===== src/rtl/riscv_pipe_pkg.sv =====
// Shared RV32 pipeline definitions: data width, canonical NOP and the
// {pc, instr} entry carried from fetch towards decode.
package riscv_pipe_pkg;

  localparam int unsigned XLEN = 32;

  // addi x0, x0, 0 -- what decode sees whenever fetch has nothing real
  localparam logic [XLEN-1:0] NOP_INSTR = 32'h0000_0013;

  typedef struct packed {
    logic [XLEN-1:0] pc;
    logic [XLEN-1:0] instr;
  } fetch_entry_t;

  function automatic logic [XLEN-1:0] word_align(input logic [XLEN-1:0] addr);
    return {addr[XLEN-1:2], 2'b00};
  endfunction

endpackage


===== src/rtl/instr_prefetch_unit_if.sv =====
// Instruction-memory request/response bus between the prefetch unit (master)
// and the instruction memory (slave).
interface instr_prefetch_unit_if;
  import riscv_pipe_pkg::*;

  logic            imem_req_valid;
  logic            imem_req_ready;
  logic [XLEN-1:0] imem_req_addr;
  logic            imem_rsp_valid;
  logic [XLEN-1:0] imem_rsp_data;

  modport master (
    output imem_req_valid, imem_req_addr,
    input  imem_req_ready, imem_rsp_valid, imem_rsp_data
  );

  modport slave (
    input  imem_req_valid, imem_req_addr,
    output imem_req_ready, imem_rsp_valid, imem_rsp_data
  );

endinterface


===== src/rtl/prefetch_fifo.sv =====
// Synchronous FIFO of fetched {pc, instr} entries with flush and occupancy
// count; push and pop may coincide at any occupancy, including full.
module prefetch_fifo
  import riscv_pipe_pkg::*;
#(
  parameter int unsigned DEPTH = 4
) (
  input  logic                   clk,
  input  logic                   rst,
  input  logic                   push,
  input  logic                   pop,
  input  logic                   flush,
  input  fetch_entry_t           wdata,
  output fetch_entry_t           rdata,
  output logic [$clog2(DEPTH):0] count,
  output logic                   empty
);

  localparam int unsigned AW = $clog2(DEPTH);

  fetch_entry_t  r_mem [DEPTH];
  logic [AW-1:0] r_wr_ptr;
  logic [AW-1:0] r_rd_ptr;
  logic [AW:0]   r_count;
  logic          w_full;
  logic          w_push;
  logic          w_pop;

  assign empty  = (r_count == '0);
  assign w_full = (r_count == (AW+1)'(DEPTH));
  assign w_pop  = pop & ~empty;
  // A full queue still accepts a push when the head leaves in the same cycle.
  assign w_push = push & (~w_full | w_pop);

  // NOTE: sequential state uses non-blocking assignments so every flop samples
  // pre-edge values no matter how statements are ordered.
  always_ff @(posedge clk or negedge rst) begin
    if (!rst) begin
      r_wr_ptr <= '0;
      r_rd_ptr <= '0;
      r_count  <= '0;
    end else if (flush) begin
      r_wr_ptr <= '0;
      r_rd_ptr <= '0;
      r_count  <= '0;
    end else begin
      if (w_push) r_wr_ptr <= r_wr_ptr + AW'(1);
      if (w_pop)  r_rd_ptr <= r_rd_ptr + AW'(1);
      if (w_push && !w_pop)      r_count <= r_count + (AW+1)'(1);
      else if (w_pop && !w_push) r_count <= r_count - (AW+1)'(1);
    end
  end

  // NOTE: storage is deliberately not reset; r_count alone says which slots
  // hold valid data, so the array needs no reset fan-out.
  always_ff @(posedge clk) begin
    if (w_push && !flush) r_mem[r_wr_ptr] <= wdata;
  end

  assign rdata = r_mem[r_rd_ptr];
  assign count = r_count;

endmodule


===== src/rtl/instr_prefetch_unit.sv =====
// Credit-limited instruction prefetcher feeding decode, with redirect flush.
// Define PREFETCH_BYPASS_EN to forward a response straight to decode when the queue is empty.
module instr_prefetch_unit
  import riscv_pipe_pkg::*;
#(
  parameter int unsigned     DEPTH    = 4,
  parameter logic [XLEN-1:0] RESET_PC = 32'h0000_0000
) (
  input  logic                  clk,
  input  logic                  rst,
  instr_prefetch_unit_if.master imem,
  input  logic                  redirect_valid,
  input  logic [XLEN-1:0]       redirect_pc,
  input  logic                  stall_d,
  output logic [XLEN-1:0]       instr_d,
  output logic [XLEN-1:0]       pc_d,
  output logic [XLEN-1:0]       pcplus4_d,
  output logic                  valid_d
);

  localparam int unsigned CW = $clog2(DEPTH) + 1;

  logic [XLEN-1:0] r_fetch_pc;
  logic [XLEN-1:0] r_rsp_pc;
  logic [CW-1:0]   r_outstanding;
  logic [CW-1:0]   r_discard;

  logic [CW-1:0]   w_count;
  logic [CW:0]     w_in_use;
  logic            w_req_valid;
  logic            w_req_fire;
  logic            w_rsp_keep;
  logic            w_bypass;
  logic            w_fifo_empty;
  logic            w_push;
  logic            w_pop;
  fetch_entry_t    w_head;
  fetch_entry_t    w_rsp_entry;

  // Every slot is either queued or still owed by memory; never promise more than DEPTH.
  assign w_in_use    = (CW+1)'(r_outstanding) + (CW+1)'(w_count);
  assign w_req_valid = rst & ~redirect_valid & (w_in_use < (CW+1)'(DEPTH));
  assign w_req_fire  = w_req_valid & imem.imem_req_ready;

  assign w_rsp_keep  = imem.imem_rsp_valid & ~redirect_valid & (r_discard == '0);
  assign w_rsp_entry = '{pc: r_rsp_pc, instr: imem.imem_rsp_data};

`ifdef PREFETCH_BYPASS_EN
  assign w_bypass = w_rsp_keep & w_fifo_empty;
`else
  assign w_bypass = 1'b0;
`endif

  assign w_pop  = ~w_fifo_empty & ~stall_d & ~redirect_valid;
  // A bypassed word that decode takes right away never enters the queue.
  assign w_push = w_rsp_keep & ~(w_bypass & ~stall_d);

  assign imem.imem_req_valid = w_req_valid;
  assign imem.imem_req_addr  = r_fetch_pc;

  prefetch_fifo #(
    .DEPTH (DEPTH)
  ) u_fifo (
    .clk   (clk),
    .rst   (rst),
    .push  (w_push),
    .pop   (w_pop),
    .flush (redirect_valid),
    .wdata (w_rsp_entry),
    .rdata (w_head),
    .count (w_count),
    .empty (w_fifo_empty)
  );

  always_comb begin
    // NOTE: every output gets a default first so no path can infer a latch.
    valid_d = 1'b0;
    instr_d = NOP_INSTR;
    pc_d    = '0;
    if (w_bypass) begin
      valid_d = 1'b1;
      instr_d = w_rsp_entry.instr;
      pc_d    = w_rsp_entry.pc;
    end else if (!w_fifo_empty) begin
      valid_d = 1'b1;
      instr_d = w_head.instr;
      pc_d    = w_head.pc;
    end
  end

  assign pcplus4_d = pc_d + 32'd4;

  always_ff @(posedge clk or negedge rst) begin
    if (!rst) begin
      r_fetch_pc    <= RESET_PC;
      r_rsp_pc      <= RESET_PC;
      r_outstanding <= '0;
      r_discard     <= '0;
    end else if (redirect_valid) begin
      // Responses still owed after this cycle belong to the old path; the one
      // arriving now is dropped immediately.
      r_fetch_pc    <= word_align(redirect_pc);
      r_rsp_pc      <= word_align(redirect_pc);
      r_outstanding <= r_outstanding - CW'(imem.imem_rsp_valid);
      r_discard     <= r_outstanding - CW'(imem.imem_rsp_valid);
    end else begin
      if (w_req_fire) r_fetch_pc <= r_fetch_pc + 32'd4;
      if (w_rsp_keep) r_rsp_pc   <= r_rsp_pc + 32'd4;
      if (imem.imem_rsp_valid && (r_discard != '0)) r_discard <= r_discard - CW'(1);
      r_outstanding <= r_outstanding + CW'(w_req_fire) - CW'(imem.imem_rsp_valid);
    end
  end

endmodule


===== src/flat_wrapper.sv =====
// flat-port wrapper written by rule: the top's interface ports become plain ports
module instr_prefetch_unit_flat import riscv_pipe_pkg::*;
#(
  parameter int unsigned     DEPTH    = 4,
  parameter logic [XLEN-1:0] RESET_PC = 32'h0000_0000
)
  (clk, rst, redirect_valid, redirect_pc, stall_d, instr_d, pc_d, pcplus4_d, valid_d, imem_imem_req_valid, imem_imem_req_addr, imem_imem_req_ready, imem_imem_rsp_valid, imem_imem_rsp_data);
  instr_prefetch_unit_if imem_i ();
  input  logic clk;
  input  logic rst;
  input  logic redirect_valid;
  input  logic [XLEN-1:0] redirect_pc;
  input  logic stall_d;
  output logic [XLEN-1:0] instr_d;
  output logic [XLEN-1:0] pc_d;
  output logic [XLEN-1:0] pcplus4_d;
  output logic valid_d;
  output wire logic [$bits(imem_i.imem_req_valid)-1:0] imem_imem_req_valid;
  output wire logic [$bits(imem_i.imem_req_addr)-1:0] imem_imem_req_addr;
  input wire logic [$bits(imem_i.imem_req_ready)-1:0] imem_imem_req_ready;
  input wire logic [$bits(imem_i.imem_rsp_valid)-1:0] imem_imem_rsp_valid;
  input wire logic [$bits(imem_i.imem_rsp_data)-1:0] imem_imem_rsp_data;
  assign imem_imem_req_valid = imem_i.imem_req_valid;
  assign imem_imem_req_addr = imem_i.imem_req_addr;
  assign imem_i.imem_req_ready = imem_imem_req_ready;
  assign imem_i.imem_rsp_valid = imem_imem_rsp_valid;
  assign imem_i.imem_rsp_data = imem_imem_rsp_data;
  instr_prefetch_unit #(.DEPTH(DEPTH), .RESET_PC(RESET_PC)) u_core (.clk(clk), .rst(rst), .imem(imem_i), .redirect_valid(redirect_valid), .redirect_pc(redirect_pc), .stall_d(stall_d), .instr_d(instr_d), .pc_d(pc_d), .pcplus4_d(pcplus4_d), .valid_d(valid_d));
endmodule

===== config.mk =====
export PLATFORM = sky130hd
export DESIGN_NAME = instr_prefetch_unit_flat
export DESIGN_NICKNAME = d
export VERILOG_FILES = /design/src/rtl/riscv_pipe_pkg.sv /design/src/rtl/instr_prefetch_unit_if.sv /design/src/rtl/prefetch_fifo.sv /design/src/rtl/instr_prefetch_unit.sv /design/src/flat_wrapper.sv
export SDC_FILE = /design/constraint.sdc
export NUM_CORES = 1
export LEC_CHECK = 0
export ABC_CLOCK_PERIOD_IN_PS = 5300
export CAP_MARGIN = 15
export CORE_ASPECT_RATIO = 1.2
export CORE_MARGIN = 3
export CORE_UTILIZATION = 59
export DETAILED_ROUTE_END_ITERATION = 7
export MAX_ROUTING_LAYER = met4
export PLACE_DENSITY_LB_ADDON = 0.1
export SLEW_MARGIN = 20
export SYNTH_ARGS = -nofsm -noshare
export SYNTH_HDL_FRONTEND = slang
export SYNTH_SLANG_ARGS = --single-unit

===== constraint.sdc =====
create_clock -name clk -period 5.3 [get_ports clk]
set_clock_uncertainty 0.2 [all_clocks]
set_input_delay 0.53 -clock clk [delete_from_list [all_inputs] [get_ports clk]]
set_output_delay 0.53 -clock clk [all_outputs]
set_load 0.05 [all_outputs]

# After elaboration in Yosys (flattened, before gate mapping)
# Memory sizes are Yosys's and may differ from the RTL's.
# Cells that the tools add are included.
# totals
ff_bits,77
ramBits,256
in_bits,70
out_inout_bits,130
word_cells,71
memories,1
# classes
n_addsub,12
magnitude_cmp,1
n_eq_ne,1
mux,19
bitwise,14
reduce_logical,16
# mem_list
memory,depth,width,read_ports,rd_ports_with_merged_regs,wr,line,source
u_core.u_fifo.r_mem,4,64,1,0,1,prefetch_fifo.sv:21,fetch_entry_t r_mem [DEPTH];
# ops
cell,count
2-to-1 mux 32 bit,6
adder 32 x 3 -> 32 bit (second input constant),3
2-to-1 mux 3 bit,6
nonzero test 2 bit,5
bitwise AND 1 bit,9
2-to-1 mux 2 bit,4
zero test 3 bit,2
nonzero test 3 bit,2
subtractor 3 x 1 -> 3 bit,2
subtractor 3 x 1 -> 3 bit (second input constant),2
adder 2 x 1 -> 2 bit (second input constant),2
adder 3 x 3 -> 4 bit,1
logical AND 1 bit,4
< comparator 4 x 3 -> 1 bit (second input constant),1
NOT 1 bit,4
adder 3 x 1 -> 3 bit,1
adder 3 x 1 -> 3 bit (second input constant),1
== test 3 bit (second input constant),1
zero test 1 bit,3
2-to-1 mux 1 bit,3
bitwise OR 1 bit,1

# Longest topological paths before layout
# logic_depth
word_depth,12
ltp_mapped,12
ltp_nobuf,10

# Modules after synthesis
# Synthesis repeated with hierarchy kept, for this count alone.
# hier_totals
cells_unflattened,997
hier_area_um2,14716.6
# modules_own_cells
mod,n_inst,cells_per_inst,area_per_inst_um2,seq_area_each_um2
prefetch_fifo,1,396,9778.1,7862.5
instr_prefetch_unit,1,601,4938.5,1651.6

# Worst setup path before layout
# Ideal clock, no wire load.
# synth_timing
path_kind,register to output
from,reg u_core.u_fifo.r_rd_ptr[0]
to,out pcplus4_d[30]
t_arrival_ns,3.912
required_time_ns,4.570
setup_slack_ns,0.658
stages_incl_launch_ff,13
cell_sequence,dfrtp_1 > buf_6 > buf_12 > buf_6 > mux4_2 > inv_1 > nor2_1 > ha_1 > nand4_1 > nor4_4 > nand3_2 > nor4_2 > xor2_1
# synth_via
elab_chain_len,3
# synth_lines
element,line,source
from (decl),prefetch_fifo.sv:23,logic [AW-1:0] r_rd_ptr;
from (signal assigned),prefetch_fifo.sv:48,if (w_pop) r_rd_ptr <= r_rd_ptr + AW'(1);
memory (4 x 64 bit),-,
2-to-1 mux 32 bit,instr_prefetch_unit.sv:84,end else if (!w_fifo_empty) begin
named net pc_d[3],flat_wrapper.sv:15,output logic [XLEN-1:0] pc_d;
adder 32 x 3 -> 32 bit,instr_prefetch_unit.sv:91,assign pcplus4_d = pc_d + 32'd4;
to (decl),flat_wrapper.sv:16,output logic [XLEN-1:0] pcplus4_d;
# The timed path passes the listed nets, and every way through them passes these cells.

# Worst setup path in the final report
# layout_timing
from,"reg u_core.u_fifo.r_count[2], in the netlist u_core.u_fifo.count[2]"
to,out pcplus4_d[21]
# layout_via
elab_chain_len,3
# layout_lines
element,line,source
from (decl),prefetch_fifo.sv:24,logic [AW:0] r_count;
from (signal assigned),prefetch_fifo.sv:49,if (w_push && !w_pop) r_count <= r_count + (AW+1)'(1);
from (signal assigned),prefetch_fifo.sv:50,else if (w_pop && !w_push) r_count <= r_count - (AW+1)'(1);
zero test 3 bit,prefetch_fifo.sv:29,assign empty = (r_count == '0);
2-to-1 mux 32 bit,instr_prefetch_unit.sv:84,
adder 32 x 3 -> 32 bit,instr_prefetch_unit.sv:91,
# Every way passes these cells.

==> summary.md <==
| Metric | Value |
|---|---|
| Status | `finished, final reports clean` |
| Routed Antenna Nets | `0` |
| Placed Instances | `approximately 1.5k` |
| Post-DP HPWL | `roughly 20000 um` |
| Port Buffer Count | `191` |
| Post-route insts no fill | `1515` |
| Largest stage delay, worst path | `roughly 840 ps` |
| Final Cycle Share | `between 90% and 100%` |
| Fmax | `204.8 MHz` |
| Synth warnings | `0` |
| Routed wire length per instance | `20.18 um` |
| Skew-Pair Late Insertion Delay | `approximately 540 ps` |
| Element type at the critical path start | `flip-flop` |
| Worst-path maximum fanout | `16` |
| Critical path type | `flip-flop to output port` |
| Vias in the first global route | `9230` |
| Worst hold path class | `input port to flip-flop` |
| # DRC | `0` |
| Power per standard cell area | `501.7 nW/um2` |
| Sw power | `around 3.4 mW` |
| Share of layout cells above drive strength 1 | `13.33%` |
| Max-slew headroom | `34.56%` |
| # clock sinks | `321` |
| Layout Area Growth over Synthesis | `22.78%` |
| RSZ-0062 raised after global routing | `false` |
| Starting Density | `between 60 and 70%` |
| Dominant synthesized flop cell | `edfxtp_1` |
| Switching share of power | `38.49%` |
| I/O pins | `200` |
| Crit path DAT | `4150 ps` |
| Worst slew pin tran | `974.1 ps` |
| Final wirelength | `about 31000 um` |
| Pins over their slew limit | `0` |
| EDFF count, synth | `~250` |
| Clk buf depth | `3` |
| Crit. End Element | `output port` |
| ANT cells | `0` |
| CTS buffer count | `30` |
| Vias/cell | `approximately 6` |
| Htree depth | `1` |
| Worst Path Required | `4570 ps` |
| Die width | `148.2 um` |
| FF+latch count, synth | `~320` |
| Clk root buf | `clkbuf_16` |
| Seq pwr share | `a little over a third` |
| Slowest CP cell | `clkdlybuf4s50_1` |
| Total grt overflow | `0` |
| Total GRT Usage | `between 20% and 30%` |
| Final hold slack | `223.2 ps` |
| Fillers | `1537` |
| Initial antenna violation count | `0` |
| First-pass GRT wire length | `~50000 um` |
| Core area | `23510 um2` |
| CTS tree | `done` |
| Crit path cell chain | `nor3_2, buf_4, inv_1, nand2_1, nor4_2, nand4_1, nor2_1, xor2_1, clkdlybuf4s50_1` |
| DIE AREA | `26170 um2` |
| Leakage | `slightly above 6 nW` |
| Clock Power Share | `23.8%` |
| Post-synthesis sequential area ratio | `64.81%` |
| RD Place Congestion | `approximately 0.85` |
| Internal power | `5.421 mW` |
| Setup TNS | `0 ps` |
| Number of distinct library cells after synthesis | `59` |
| Final nets | `1264` |
| Vias | `8858` |
| Max-cap violation count | `0` |
| Die height | `176.6 um` |
| Site Rows | `61` |
| Mapped Cells | `973` |
| Avg Cell Area, Syn | `~15 um2` |
| Fin crit period | `4883 ps` |
| TritonRoute pass-1 iters | `5` |
| Gate power share | `41.2%` |
| Post-Syn Area | `14310 um2` |
| Async SR Flop Fraction | `22.74%` |
| Final Hold Vio Count | `0` |
| Clock transition at path regs | `60 ps` |
| Finish-stage setup viols | `0` |
| Largest net degree at the start of global routing | `63` |
| Initial DRC count | `640` |
| Max IR drop VDD | `0.0002791 V` |
## layout by cell type (no fill, tap or decap), drive strengths merged, types with 13 or more instances in the layout
| cell | netlist | routed |
|---|---|---|
| clkbuf | 25 | 40 |
| nand3 | 38 | 38 |
| a21oi | 18 | 18 |
| dfrtp | 73 | 73 |
| nand2 | 90 | 90 |
| xor2 | 41 | 41 |
| ha | 15 | 15 |
| o311ai | 14 | 14 |
| inv | 29 | 29 |
| and3 | 15 | 15 |
| xnor2 | 30 | 30 |
| and2 | 58 | 58 |
| buf | 22 | 41 |
| mux4 | 65 | 65 |
| nor3 | 13 | 13 |
| clkdlybuf4s50 | 0 | 172 |
| edfxtp | 248 | 248 |
| o21ai | 51 | 51 |
| nand4 | 15 | 15 |
| nor2 | 43 | 43 |
## routing by layer
| layer | vias to the layer above | GRT usage [%] | routed length [um] |
|---|---|---|---|
| met1 | 4376 | 33.39 | 12610 |
| met5 | - | - | 0 |
| li1 | 4075 | - | - |
| met4 | 0 | 7.778 | 852 |
| met3 | 53 | 3.030 | 1963 |
| met2 | 354 | 39.61 | 15150 |
## Yosys cell counts (4+ instances only)
| library cell | number | area share (%) |
|---|---|---|
| xnor2_1 | 30 | 1.8 |
| o211ai_1 | 8 | 0.42 |
| dfrtp_1 | 73 | 13 |
| mux4_1 | 6 | 1.1 |
| nor2_1 | 43 | 1.1 |
| clkbuf_1 | 25 | 0.66 |
| o21ai_0 | 51 | 1.8 |
| buf_4 | 9 | 0.47 |
| nor3_1 | 13 | 0.45 |
| and2_1 | 58 | 2.5 |
| a31oi_1 | 7 | 0.31 |
| ha_1 | 15 | 1.3 |
| nand4_1 | 15 | 0.66 |
| inv_1 | 29 | 0.76 |
| xor2_1 | 41 | 2.5 |
| mux4_2 | 59 | 9.3 |
| nand3b_1 | 4 | 0.21 |
| o311ai_0 | 12 | 0.73 |
| nand2_1 | 90 | 2.4 |
| mux2_2 | 4 | 0.31 |
| and3_1 | 15 | 0.66 |
| edfxtp_1 | 248 | 52 |
| buf_2 | 7 | 0.24 |
| nand3_1 | 37 | 1.3 |
| a21oi_1 | 18 | 0.63 |
## repair_timing
item / in CTS / in global routing
resized for setup: 0 / 0
buffers inserted: 0 / 0
hold buffers: 1 / 0
endpoints found under the setup margin: 0 / 0
endpoints found under the hold margin: 24 / 0
## power by group through the flow
stage / sequential, mW / clock (mW) / combinational, mW
6_report: 3.09 / 2.10 / 3.63
5_1_grt: 3.12 / 2.23 / 3.84
4_1_cts: 3.09 / 2.13 / 3.67
3_5_place_dp: 3.13 / 0 / 3.65
3_3_place_gp: 3.12 / 0 / 3.62
2_1_floorplan: 3.16 / 0 / 2.45
## critical path, delay by kind of cell (launching register included)
family        cells  cell delay (ps)
buf+inv           3             1450
xor+xnor          1              190
flops             1              540
simple gates      5             1420
## sequential cells by signal, indices dropped and copies added, names as in the netlist
register / flops
u_core.u_fifo.r_wr_ptr: 2
u_core.imem.imem_req_addr: 30
u_core.u_fifo.r_mem: 248
u_core.u_fifo.count: 3
u_core.u_fifo.r_rd_ptr: 2
u_core.r_outstanding: 3
u_core.r_discard: 3
u_core.r_rsp_pc: 30
## path summary, 6_finish.rpt
path,slack (ps),startpoint,cells past startpoint,to
setup reg to reg,1590,u_core.u_fifo.count[2]$_DFFE_PN0P_,10,u_core.r_outstanding[2]$_DFF_PN0_
hold reg to reg,330,u_core.r_outstanding[2]$_DFF_PN0_,1,u_core.r_outstanding[2]$_DFF_PN0_
setup / recovery,420,u_core.u_fifo.count[2]$_DFFE_PN0P_,9,pcplus4_d[21]
min in group asynchronous,410,rst,3,u_core.imem.imem_req_addr[27]$_DFFE_PN0N_
max in group asynchronous,3480,rst,4,u_core.u_fifo.r_rd_ptr[0]$_DFFE_PN0P_
hold / removal,220,redirect_valid,2,u_core.u_fifo.r_rd_ptr[1]$_DFFE_PN0P_
## area by class of cell
class	instances	area (um2)	share of cell area (%)
flip-flops and latches	321	9279	52.81
inverters	30	112.6	0.6409
clock buffers	40	819.5	4.665
repair buffers	214	2122	12.08
clock inverters	15	151.4	0.8617
multi-input cells	580	4691	26.70
well taps	315	394.1	2.243
## kinds of logic (layout without fill, tap and decap cells)
group	Yosys count	in the layout	share of synthesized area [%]
flip-flops	321	321	64.81
AND/OR/NAND/NOR	306	306	11.17
AO/OA/AOI/OAI	109	109	4.608
buffers and inverters	77	299	2.614
XOR/XNOR	71	71	4.346
multiplexers	71	71	10.84
adder cells (fa/ha/maj)	17	17	1.591
other	1	6	0.02621
## per-stage QoR
| stage | setup WS [ps] | cell area, um2 | total power [mW] | utilization, % |
|---|---|---|---|---|
| floorplan | 658.2 | 14330 | 5.608 | - |
| global placement | 997.9 | 16590 | 6.738 | 70.57 |
| detailed placement | 923.6 | 16590 | 6.777 | 70.57 |
| CTS | 312.3 | 17570 | 8.888 | 74.74 |
| global route | 55.79 | 17570 | 9.193 | 74.74 |
| finish | 417.3 | 17570 | 8.814 | 74.74 |
Note: power is estimated with default switching activity, not from simulation.
